[src/rtl/alu_arbiter_if.sv]
// Bus bundle between the CPU control path, the alu_arbiter and the shared ALU.
// slave  : the arbiter's view (takes requests, drives responses and the ALU inputs).
// master : the environment's view (requesters, response consumers and the ALU itself).
interface alu_arbiter_if #(
  parameter int DATA_WIDTH = 16,
  parameter int OP_WIDTH   = 4,
  parameter int APSR_WIDTH = 3
);
  // Request side, two requesters (bit i / suffix i = port i)
  logic [1:0]            req_valid;
  logic [1:0]            req_ready;
  logic [OP_WIDTH-1:0]   req_op0;
  logic [OP_WIDTH-1:0]   req_op1;
  logic [DATA_WIDTH-1:0] req_a0;
  logic [DATA_WIDTH-1:0] req_a1;
  logic [DATA_WIDTH-1:0] req_b0;
  logic [DATA_WIDTH-1:0] req_b1;
  logic [1:0]            req_setf;

  // Response side, result and flags shared by both ports
  logic [1:0]            rsp_valid;
  logic [1:0]            rsp_ready;
  logic [DATA_WIDTH-1:0] rsp_result;
  logic [APSR_WIDTH-1:0] rsp_apsr;
  logic [APSR_WIDTH-1:0] psr_o;

  // Connection to the external combinational ALU
  logic [OP_WIDTH-1:0]   alu_op;
  logic [DATA_WIDTH-1:0] alu_a;
  logic [DATA_WIDTH-1:0] alu_b;
  logic [APSR_WIDTH-1:0] alu_psr;
  logic [DATA_WIDTH-1:0] alu_result;
  logic [APSR_WIDTH-1:0] alu_apsr;

  modport slave (
    input  req_valid, req_op0, req_op1, req_a0, req_a1, req_b0, req_b1, req_setf,
    output req_ready,
    output rsp_valid, rsp_result, rsp_apsr, psr_o,
    input  rsp_ready,
    output alu_op, alu_a, alu_b, alu_psr,
    input  alu_result, alu_apsr
  );

  modport master (
    output req_valid, req_op0, req_op1, req_a0, req_a1, req_b0, req_b1, req_setf,
    input  req_ready,
    input  rsp_valid, rsp_result, rsp_apsr, psr_o,
    output rsp_ready,
    input  alu_op, alu_a, alu_b, alu_psr,
    output alu_result, alu_apsr
  );
endinterface

[src/rtl/alu_arbiter.sv]
// Round-robin arbiter sharing one combinational ALU between the execute stage
// (port 0) and the address/auxiliary unit (port 1). Owns the APSR (psr_q):
// flag-setting operations write the ALU flags back into it on completion.
// Each transaction runs IDLE (grant) -> EXEC (ALU evaluates) -> RESP (hold
// until consumed), so at most one response is outstanding at any time.
// The block is agnostic of the individual flag bit positions; it only moves
// whole flag vectors between the ALU and psr_q.
module alu_arbiter #(
  parameter int DATA_WIDTH = 16,
  parameter int OP_WIDTH   = 4,
  parameter int APSR_WIDTH = 3
) (
  input  logic          clk,
  input  logic          rst,
  alu_arbiter_if.slave  bus
);

  typedef enum logic [1:0] {
    IDLE = 2'd0,
    EXEC = 2'd1,
    RESP = 2'd2
  } state_t;

  state_t                state_q;
  logic                  last_grant_q;
  logic                  owner_q;
  logic                  setf_q;
  logic [OP_WIDTH-1:0]   op_q;
  logic [DATA_WIDTH-1:0] a_q;
  logic [DATA_WIDTH-1:0] b_q;
  logic [APSR_WIDTH-1:0] psr_q;
  logic [DATA_WIDTH-1:0] rsp_result_q;
  logic [APSR_WIDTH-1:0] rsp_apsr_q;
  logic [1:0]            rsp_valid_q;

  // Combinational grant decision for the current IDLE cycle
  logic                  grant_any_d;
  logic                  grant_port_d;
  logic [OP_WIDTH-1:0]   win_op_d;
  logic [DATA_WIDTH-1:0] win_a_d;
  logic [DATA_WIDTH-1:0] win_b_d;
  logic                  win_setf_d;

  // Pick the winner: a lone requester wins, contention goes to the port that lost last time
  always_comb begin
    grant_any_d = (state_q == IDLE) && (|bus.req_valid);
    case (bus.req_valid)
      2'b01:   grant_port_d = 1'b0;
      2'b10:   grant_port_d = 1'b1;
      default: grant_port_d = ~last_grant_q;
    endcase
  end

  // Route the winning port's operation and operands towards the latch registers
  always_comb begin
    win_op_d   = bus.req_op0;
    win_a_d    = bus.req_a0;
    win_b_d    = bus.req_b0;
    win_setf_d = bus.req_setf[0];
    if (grant_port_d) begin
      win_op_d   = bus.req_op1;
      win_a_d    = bus.req_a1;
      win_b_d    = bus.req_b1;
      win_setf_d = bus.req_setf[1];
    end
  end

  // req_ready is combinational so a request is accepted in the cycle it is granted
  generate
    for (genvar gi = 0; gi < 2; gi++) begin : g_ready
      assign bus.req_ready[gi] = grant_any_d && (grant_port_d == 1'(gi));
    end
  endgenerate

  // Transaction FSM: grant/latch, capture ALU output and flags, hold response until consumed
  always_ff @(posedge clk or posedge rst) begin
    if (rst) begin
      state_q      <= IDLE;
      last_grant_q <= 1'b1;   // port 0 wins the first contended grant
      owner_q      <= 1'b0;
      setf_q       <= 1'b0;
      op_q         <= '0;
      a_q          <= '0;
      b_q          <= '0;
      psr_q        <= '0;
      rsp_result_q <= '0;
      rsp_apsr_q   <= '0;
      rsp_valid_q  <= 2'b00;
    end else begin
      case (state_q)
        IDLE: begin
          if (grant_any_d) begin
            op_q         <= win_op_d;
            a_q          <= win_a_d;
            b_q          <= win_b_d;
            setf_q       <= win_setf_d;
            owner_q      <= grant_port_d;
            last_grant_q <= grant_port_d;
            state_q      <= EXEC;
          end
        end
        EXEC: begin
          rsp_result_q <= bus.alu_result;
          rsp_apsr_q   <= bus.alu_apsr;
          rsp_valid_q  <= owner_q ? 2'b10 : 2'b01;
          // Undefined ops return psr as flags, so a setf write leaves psr_q unchanged
          if (setf_q) begin
            psr_q <= bus.alu_apsr;
          end
          state_q <= RESP;
        end
        RESP: begin
          // Only the owner's rsp_ready completes the transaction
          if (bus.rsp_ready[owner_q]) begin
            rsp_valid_q <= 2'b00;
            state_q     <= IDLE;
          end
        end
        default: begin
          state_q <= IDLE;
        end
      endcase
    end
  end

  // The ALU sees the latched operation at all times (held while idle) and the live APSR
  assign bus.alu_op  = op_q;
  assign bus.alu_a   = a_q;
  assign bus.alu_b   = b_q;
  assign bus.alu_psr = psr_q;

  assign bus.rsp_valid  = rsp_valid_q;
  assign bus.rsp_result = rsp_result_q;
  assign bus.rsp_apsr   = rsp_apsr_q;
  assign bus.psr_o      = psr_q;

endmodule

[src/flat_wrapper.sv]
// flat-port wrapper written by rule: the top's interface ports become plain ports
module alu_arbiter_flat 
#(
  parameter int DATA_WIDTH = 16,
  parameter int OP_WIDTH   = 4,
  parameter int APSR_WIDTH = 3
)
  (clk, rst, bus_req_valid, bus_req_op0, bus_req_op1, bus_req_a0, bus_req_a1, bus_req_b0, bus_req_b1, bus_req_setf, bus_req_ready, bus_rsp_valid, bus_rsp_result, bus_rsp_apsr, bus_psr_o, bus_rsp_ready, bus_alu_op, bus_alu_a, bus_alu_b, bus_alu_psr, bus_alu_result, bus_alu_apsr);
  alu_arbiter_if #(.DATA_WIDTH(DATA_WIDTH), .OP_WIDTH(OP_WIDTH), .APSR_WIDTH(APSR_WIDTH)) bus_i ();
  input  logic clk;
  input  logic rst;
  input wire logic [$bits(bus_i.req_valid)-1:0] bus_req_valid;
  input wire logic [$bits(bus_i.req_op0)-1:0] bus_req_op0;
  input wire logic [$bits(bus_i.req_op1)-1:0] bus_req_op1;
  input wire logic [$bits(bus_i.req_a0)-1:0] bus_req_a0;
  input wire logic [$bits(bus_i.req_a1)-1:0] bus_req_a1;
  input wire logic [$bits(bus_i.req_b0)-1:0] bus_req_b0;
  input wire logic [$bits(bus_i.req_b1)-1:0] bus_req_b1;
  input wire logic [$bits(bus_i.req_setf)-1:0] bus_req_setf;
  output wire logic [$bits(bus_i.req_ready)-1:0] bus_req_ready;
  output wire logic [$bits(bus_i.rsp_valid)-1:0] bus_rsp_valid;
  output wire logic [$bits(bus_i.rsp_result)-1:0] bus_rsp_result;
  output wire logic [$bits(bus_i.rsp_apsr)-1:0] bus_rsp_apsr;
  output wire logic [$bits(bus_i.psr_o)-1:0] bus_psr_o;
  input wire logic [$bits(bus_i.rsp_ready)-1:0] bus_rsp_ready;
  output wire logic [$bits(bus_i.alu_op)-1:0] bus_alu_op;
  output wire logic [$bits(bus_i.alu_a)-1:0] bus_alu_a;
  output wire logic [$bits(bus_i.alu_b)-1:0] bus_alu_b;
  output wire logic [$bits(bus_i.alu_psr)-1:0] bus_alu_psr;
  input wire logic [$bits(bus_i.alu_result)-1:0] bus_alu_result;
  input wire logic [$bits(bus_i.alu_apsr)-1:0] bus_alu_apsr;
  assign bus_i.req_valid = bus_req_valid;
  assign bus_i.req_op0 = bus_req_op0;
  assign bus_i.req_op1 = bus_req_op1;
  assign bus_i.req_a0 = bus_req_a0;
  assign bus_i.req_a1 = bus_req_a1;
  assign bus_i.req_b0 = bus_req_b0;
  assign bus_i.req_b1 = bus_req_b1;
  assign bus_i.req_setf = bus_req_setf;
  assign bus_req_ready = bus_i.req_ready;
  assign bus_rsp_valid = bus_i.rsp_valid;
  assign bus_rsp_result = bus_i.rsp_result;
  assign bus_rsp_apsr = bus_i.rsp_apsr;
  assign bus_psr_o = bus_i.psr_o;
  assign bus_i.rsp_ready = bus_rsp_ready;
  assign bus_alu_op = bus_i.alu_op;
  assign bus_alu_a = bus_i.alu_a;
  assign bus_alu_b = bus_i.alu_b;
  assign bus_alu_psr = bus_i.alu_psr;
  assign bus_i.alu_result = bus_alu_result;
  assign bus_i.alu_apsr = bus_alu_apsr;
  alu_arbiter #(.DATA_WIDTH(DATA_WIDTH), .OP_WIDTH(OP_WIDTH), .APSR_WIDTH(APSR_WIDTH)) u_core (.clk(clk), .rst(rst), .bus(bus_i));
endmodule
[config.mk]
export PLATFORM = sky130hd
export DESIGN_NAME = alu_arbiter_flat
export DESIGN_NICKNAME = d
export VERILOG_FILES = /design/src/rtl/alu_arbiter_if.sv /design/src/rtl/alu_arbiter.sv /design/src/flat_wrapper.sv
export SDC_FILE = /design/constraint.sdc
export NUM_CORES = 1
export LEC_CHECK = 0
export ABC_AREA = 1
export CAP_MARGIN = 15
export CELL_PAD_IN_SITES_DETAIL_PLACEMENT = 0
export CELL_PAD_IN_SITES_GLOBAL_PLACEMENT = 1
export CORE_ASPECT_RATIO = 0.75
export CORE_UTILIZATION = 30
export CTS_CLUSTER_SIZE = 30
export DETAILED_ROUTE_END_ITERATION = 12
export PLACE_DENSITY_LB_ADDON = 0.1
export SETUP_SLACK_MARGIN = 0.05
export SYNTH_ARGS = -nofsm -noshare
export SYNTH_HDL_FRONTEND = slang
export SYNTH_SLANG_ARGS = --single-unit
[constraint.sdc]
create_clock -name clk -period 5.7 [get_ports clk]
set_input_delay 1.71 -clock clk [delete_from_list [all_inputs] [get_ports clk]]
set_output_delay 1.71 -clock clk [all_outputs]
set_load 0.03 [all_outputs]
* Word level (Yosys, flattened, before mapping) *
Index checks and enable logic that the tools add are counted.

word-level totals
  register bits = 65
  input bits = 99
  output and inout bits = 65
  word-level logic and storage cells = 42

cells by class
  order comparisons = 1
  equal/unequal tests = 6
  mux-type cells = 12
  bitwise logic cells = 2
  reduce and logical (&&, ||, !) cells = 10

operators with widths
  kind                                                 number
  two-way mux 16 bit                                   2
  AND reduction 2 bit                                  4
  two-way mux 2 bit                                    3
  case mux 2 bit (3 select lines)                      1
  equality test 2 x 1 -> 1 bit, second input constant  2
  equality test 2 bit, second input constant           2
  two-way mux 4 bit                                    1
  != test 2 x 1 -> 1 bit, second input constant        2
  case mux 2 bit (2 select lines)                      1
  logical AND 1 bit                                    3
  two-way mux 1 bit                                    3
  zero test 2 bit                                      1
  < comparator 1 x 2 -> 1 bit, second input constant   1
  inverter 1 bit                                       2
  case mux 1 bit (2 select lines)                      1
  nonzero test 2 bit                                   1
  OR reduction 2 bit                                   1

* Longest topological paths before layout *
  word-level depth = 4
  depth in mapped cells = 9
  depth with buffers taken out = 8

* Worst setup path after synthesis *
No wires, ideal clock.

  kind = input to output
  from = input bus_req_valid[0]
  to = output bus_req_ready[0]
  arrival = 2.966 ns
  data required time = 3.990 ns
  path slack = 1.024 ns
  stages = 6
  path buffers = 2
  cell sequence = inv_1 ha_1 nand2_1 buf_2 buf_4 a21oi_1

between the ends
  longest elaborated chain between the ends = 4
  elaborated cells between the ends (all ways) = 7
  classes of those cells = 2 x eq/ne; 1 x mux; 1 x bitwise; 3 x reduce/logical

ends and longest elaborated chain
  item                                                                        RTL line            text
  start: declaration                                                          flat_wrapper.sv:12  input wire logic [$bits(bus_i.req_valid)-1:0] bus_req_valid;
  equality test 2 bit / equality test 2 x 1 -> 1 bit (equally long branches)  alu_arbiter.sv:47   case (bus.req_valid)
  case mux 1 bit (2 select lines)                                             alu_arbiter.sv:47
  inverter 1 bit                                                              alu_arbiter.sv:71   assign bus.req_ready[gi] = grant_any_d && (grant_port_d == 1'(gi));
  logical AND 1 bit (*)                                                       alu_arbiter.sv:71
  end: declaration                                                            flat_wrapper.sv:20  output wire logic [$bits(bus_i.req_ready)-1:0] bus_req_ready;

Mark *: on every way between the ends. The rest lies on a longest branch, timed or not.

* Worst setup path in the final report *
  from = input bus_req_valid[1]
  to = output bus_req_ready[0]

The elaborated chain is that of the path after synthesis.

==> metrics.md <==
| Metric | Value |
|---|---|
| Status | `finished, final reports clean` |
| Share of the yosys chip area belonging to registers | `49.4%` |
| Drt total wl | `9370 µm` |
| Skew final | `0.00661 ns` |
| Starting Density | `31.4%` |
| Crit path depth | `8` |
| Post-CTS sizing | `0` |
| Top-area cell type share of the netlist area | `48.6%` |
| Post-Syn Area per Cell | `7.30 µm²` |
| CTS clock-pin slew for the worst setup and hold paths | `about 0.05 ns` |
| Critical Path Most Common Cell | `buf_4` |
| # rows | `32` |
| Root Driver | `clkbuf_16` |
| CP endpoint kind | `primary output` |
| Worst r2r src | `u_core.last_grant_q` |
| Endpoints failing setup | `0` |
| First-pass GRT wire length | `~15,000 µm` |
| Vias in the first global route | `roughly 3,100` |
| Layout cells sized above 1 | `5.56%` |
| Fillcell total | `1,036` |
| VDD IR max | `236 µV` |
| CP max stage delay | `0.51 ns` |
| Psw | `0.00132 W` |
| Fin Hold WS | `0.470 ns` |
| Worst path cell trace | `clkdlybuf4s50_1, inv_1, ha_1, nor2_4, buf_4, inv_2, a21oi_1, buf_4` |
| Post-synth EDFFs | `0` |
| Buf+Inv Stages, Crit Path | `5` |
| Synthesized instance count | `between 400 and 500` |
| Hold path depth | `2` |
| Setup bufs post-CTS | `0` |
| Leading area contributor after synthesis | `dfrtp_1` |
| I/O Buffers | `163` |
| Clock power frac | `between 10% and 20%` |
| Startpoint types | `primary input` |
| Ys Warns | `0` |
| # H-tree levels | `3` |
| Die Height | `around 93 µm` |
| Hold Path End | `u_core.bus.rsp_result[14]` |
| Largest net degree at the start of global routing | `42` |
| Cts hold-fix bufs | `0` |
| Seq pwr share | `27.7%` |
| Worst r2r dst | `u_core.bus.alu_b[10]` |
| Ys flop type | `dfrtp_1` |
| Crit Path Class | `primary input to primary output` |
| Synth top area cells | `dfrtp_1 49%, nand2_1 20%, nand3_1 12%` |
| Initial DRC Count | `140` |
| Die width | `123 µm` |
| Final non-filler cell area | `5290 µm²` |
| CP max FO | `23` |
| Slew HR | `between 40% and 50%` |
| Fin crit share | `between 80% and 90%` |
| Synth Net Count | `between 500 and 600` |
| Area grow syn2layout | `60.5%` |
| Hold path start | `u_core.bus.rsp_result[14]` |
| CTS max path bufs | `2` |
| Ant. Diodes | `0` |
| Worst-skew pair later-pin latency | `0.33 ns` |
| Fin. Hold Viols | `0` |
| Sw Share | `between 40% and 50%` |
| Leakage | `2.77 nW` |
| Netlist cell types | `18` |
| Clock sinks | `65` |
| CP delay by family, top | `buffers and inverters` |
| Global placement routability congestion | `0.778` |
| Antenna violations before repair | `0` |
| Critical-path top delay cell | `clkdlybuf4s50_1` |
| DR vias | `3,201` |
| Combinational fraction of design power | `54.1%` |
| Post-DR vias/cell | `4.28` |
| Most common cell in the netlist | `nand2_1` |
| Max_cap viols | `0` |
| Commonest cells in the netlist | `179 x nand2_1, 84 x inv_1, 79 x nand3_1, 64 x dfrtp_1, 14 x buf_2` |
| Worst slew pin tran | `0.883 ns` |
| Nets | `709` |
| Die footprint | `11,400 µm²` |
| Drt first pass iters | `4` |
| TritonCTS buffer count | `9` |
| TritonCTS clock tree | `yes` |
| Post-synthesis cell area | `3300 µm²` |
| Reg-to-reg slack, setup | `roughly 4 ns` |
| DRC viols | `0` |
| Max Clk Rate | `200 MHz` |
| Max-slew violations | `0` |
| Min Tclk post-route | `5.01 ns` |
| Ys async rst share | `100%` |
| Reg2reg path depth | `5` |
| PD cells | `565 nW/µm²` |
| Pint | `~0.0017 W` |
| Area of the core | `about 10,000 µm²` |
| RSZ-0062 raised after global routing | `false` |
| IO Pins | `164` |
| Crit path required time | `3.99 ns` |
| Final HPWL DP | `6690 µm` |
| Data arrival time of the worst path | `3.30 ns` |
| Setup TNS | `0 ns` |
| Hold crit path type | `flip-flop to flip-flop` |
| Seq cells post-synth | `65` |
| Per-cell routed wire length | `12.5 µm` |
| Grt ovf | `0` |
| GRT Overall Usage | `17.5%` |
| Post-DP Area | `5000 µm²` |
| Routed Antenna Nets | `0` |
-- state kept, by name (all words and copies together), names as in the netlist --
name and flops:
u_core.bus.alu_b 16, u_core.last_grant_q 1, u_core.bus.alu_a 16, u_core.bus.alu_op 4, u_core.bus.rsp_valid 2, u_core.state_q 2
u_core.bus.rsp_apsr 3, u_core.owner_q 1, u_core.setf_q 1, u_core.bus.alu_psr 3, u_core.bus.rsp_result 16
-- worst max path at each step --
stage	end	start
floorplan	bus_req_ready[0]	bus_req_valid[0]
global placement	bus_req_ready[0]	bus_req_valid[1]
detailed placement	bus_req_ready[0]	bus_req_valid[1]
CTS	bus_req_ready[0]	bus_req_valid[1]
global route	bus_req_ready[0]	bus_req_valid[1]
finish	bus_req_ready[0]	bus_req_valid[1]
-- metrics by stage --
| step | std cells | utilization (%) | total power, W | worst slack [ns] |
|---|---|---|---|---|
| 2_1_floorplan | 452 | - | 0.00181 | 1.02 |
| 5_1_grt | 748 | 50.5 | 0.00321 | 0.566 |
| 4_1_cts | 748 | 50.5 | 0.00303 | 0.704 |
| 3_5_place_dp | 732 | 47.6 | 0.00247 | 0.707 |
| 6_report | 748 | 50.5 | 0.00299 | 0.692 |
| 3_3_place_gp | 732 | 47.6 | 0.00245 | 0.757 |
-- worst reg2reg max path: stages (launching register included) --
cell	delay, ns
dfstp_2	0.53
nand2_1	0.15
nand2_2	0.57
nand2_1	0.13
nand3_1	0.11
nand2_1	0.05
-- cell usage in the layout (no fill, tap or decap) --
cell type,instances
nor2_1,1
nand2_1,179
ha_1,3
inv_2,5
nor2_4,2
o21ai_0,2
buf_4,7
nand3_1,79
o21ai_1,5
dfstp_2,1
buf_12,1
clkinvlp_4,3
a21oi_1,1
clkinv_4,1
clkinv_2,2
nand2_2,1
clkdlybuf4s50_1,161
or2_2,1
clkbuf_16,9
bufinv_16,1
dfrtp_1,64
inv_1,83
-- kinds of logic after synthesis --
logic type / synth area share [%]
adders and majority gates: 1.14
DFF: 49.4
AOI/OAI and AO/OA: 1.21
buffers and inverters: 14.8
and+or+nand+nor: 33.5
-- layer usage --
layer  vias up  share of wire (%)  track usage, %
met2       108                 43            26.8
met1      1430                 47            22.6
li1       1654                  -               -
met5         -                  0               0
met3         9                8.9            6.47
met4         0                1.2            5.72
-- area by class of cell --
cell class                 instances  area, µm²  area share [%]
clock buffer                       9        225            4.26
clock inverter                     7       71.3            1.35
inverter                          88        330            6.24
multi-input combinational        274       1180            22.4
sequential                        65       1630            30.8
tap                              136        170            3.22
timing repair buffer             169       1680            31.8
-- power groups by stage --
stage | combinational [W] | clock [W] | sequential, W
2_1_floorplan | 0.000571 | 0 | 0.00124
3_3_place_gp | 0.00163 | 0 | 0.000826
3_5_place_dp | 0.00164 | 0 | 0.000831
4_1_cts | 0.00164 | 0.000562 | 0.000830
5_1_grt | 0.00176 | 0.000586 | 0.000862
6_report | 0.00162 | 0.000546 | 0.000827
Power figures use the tool's default switching activity.
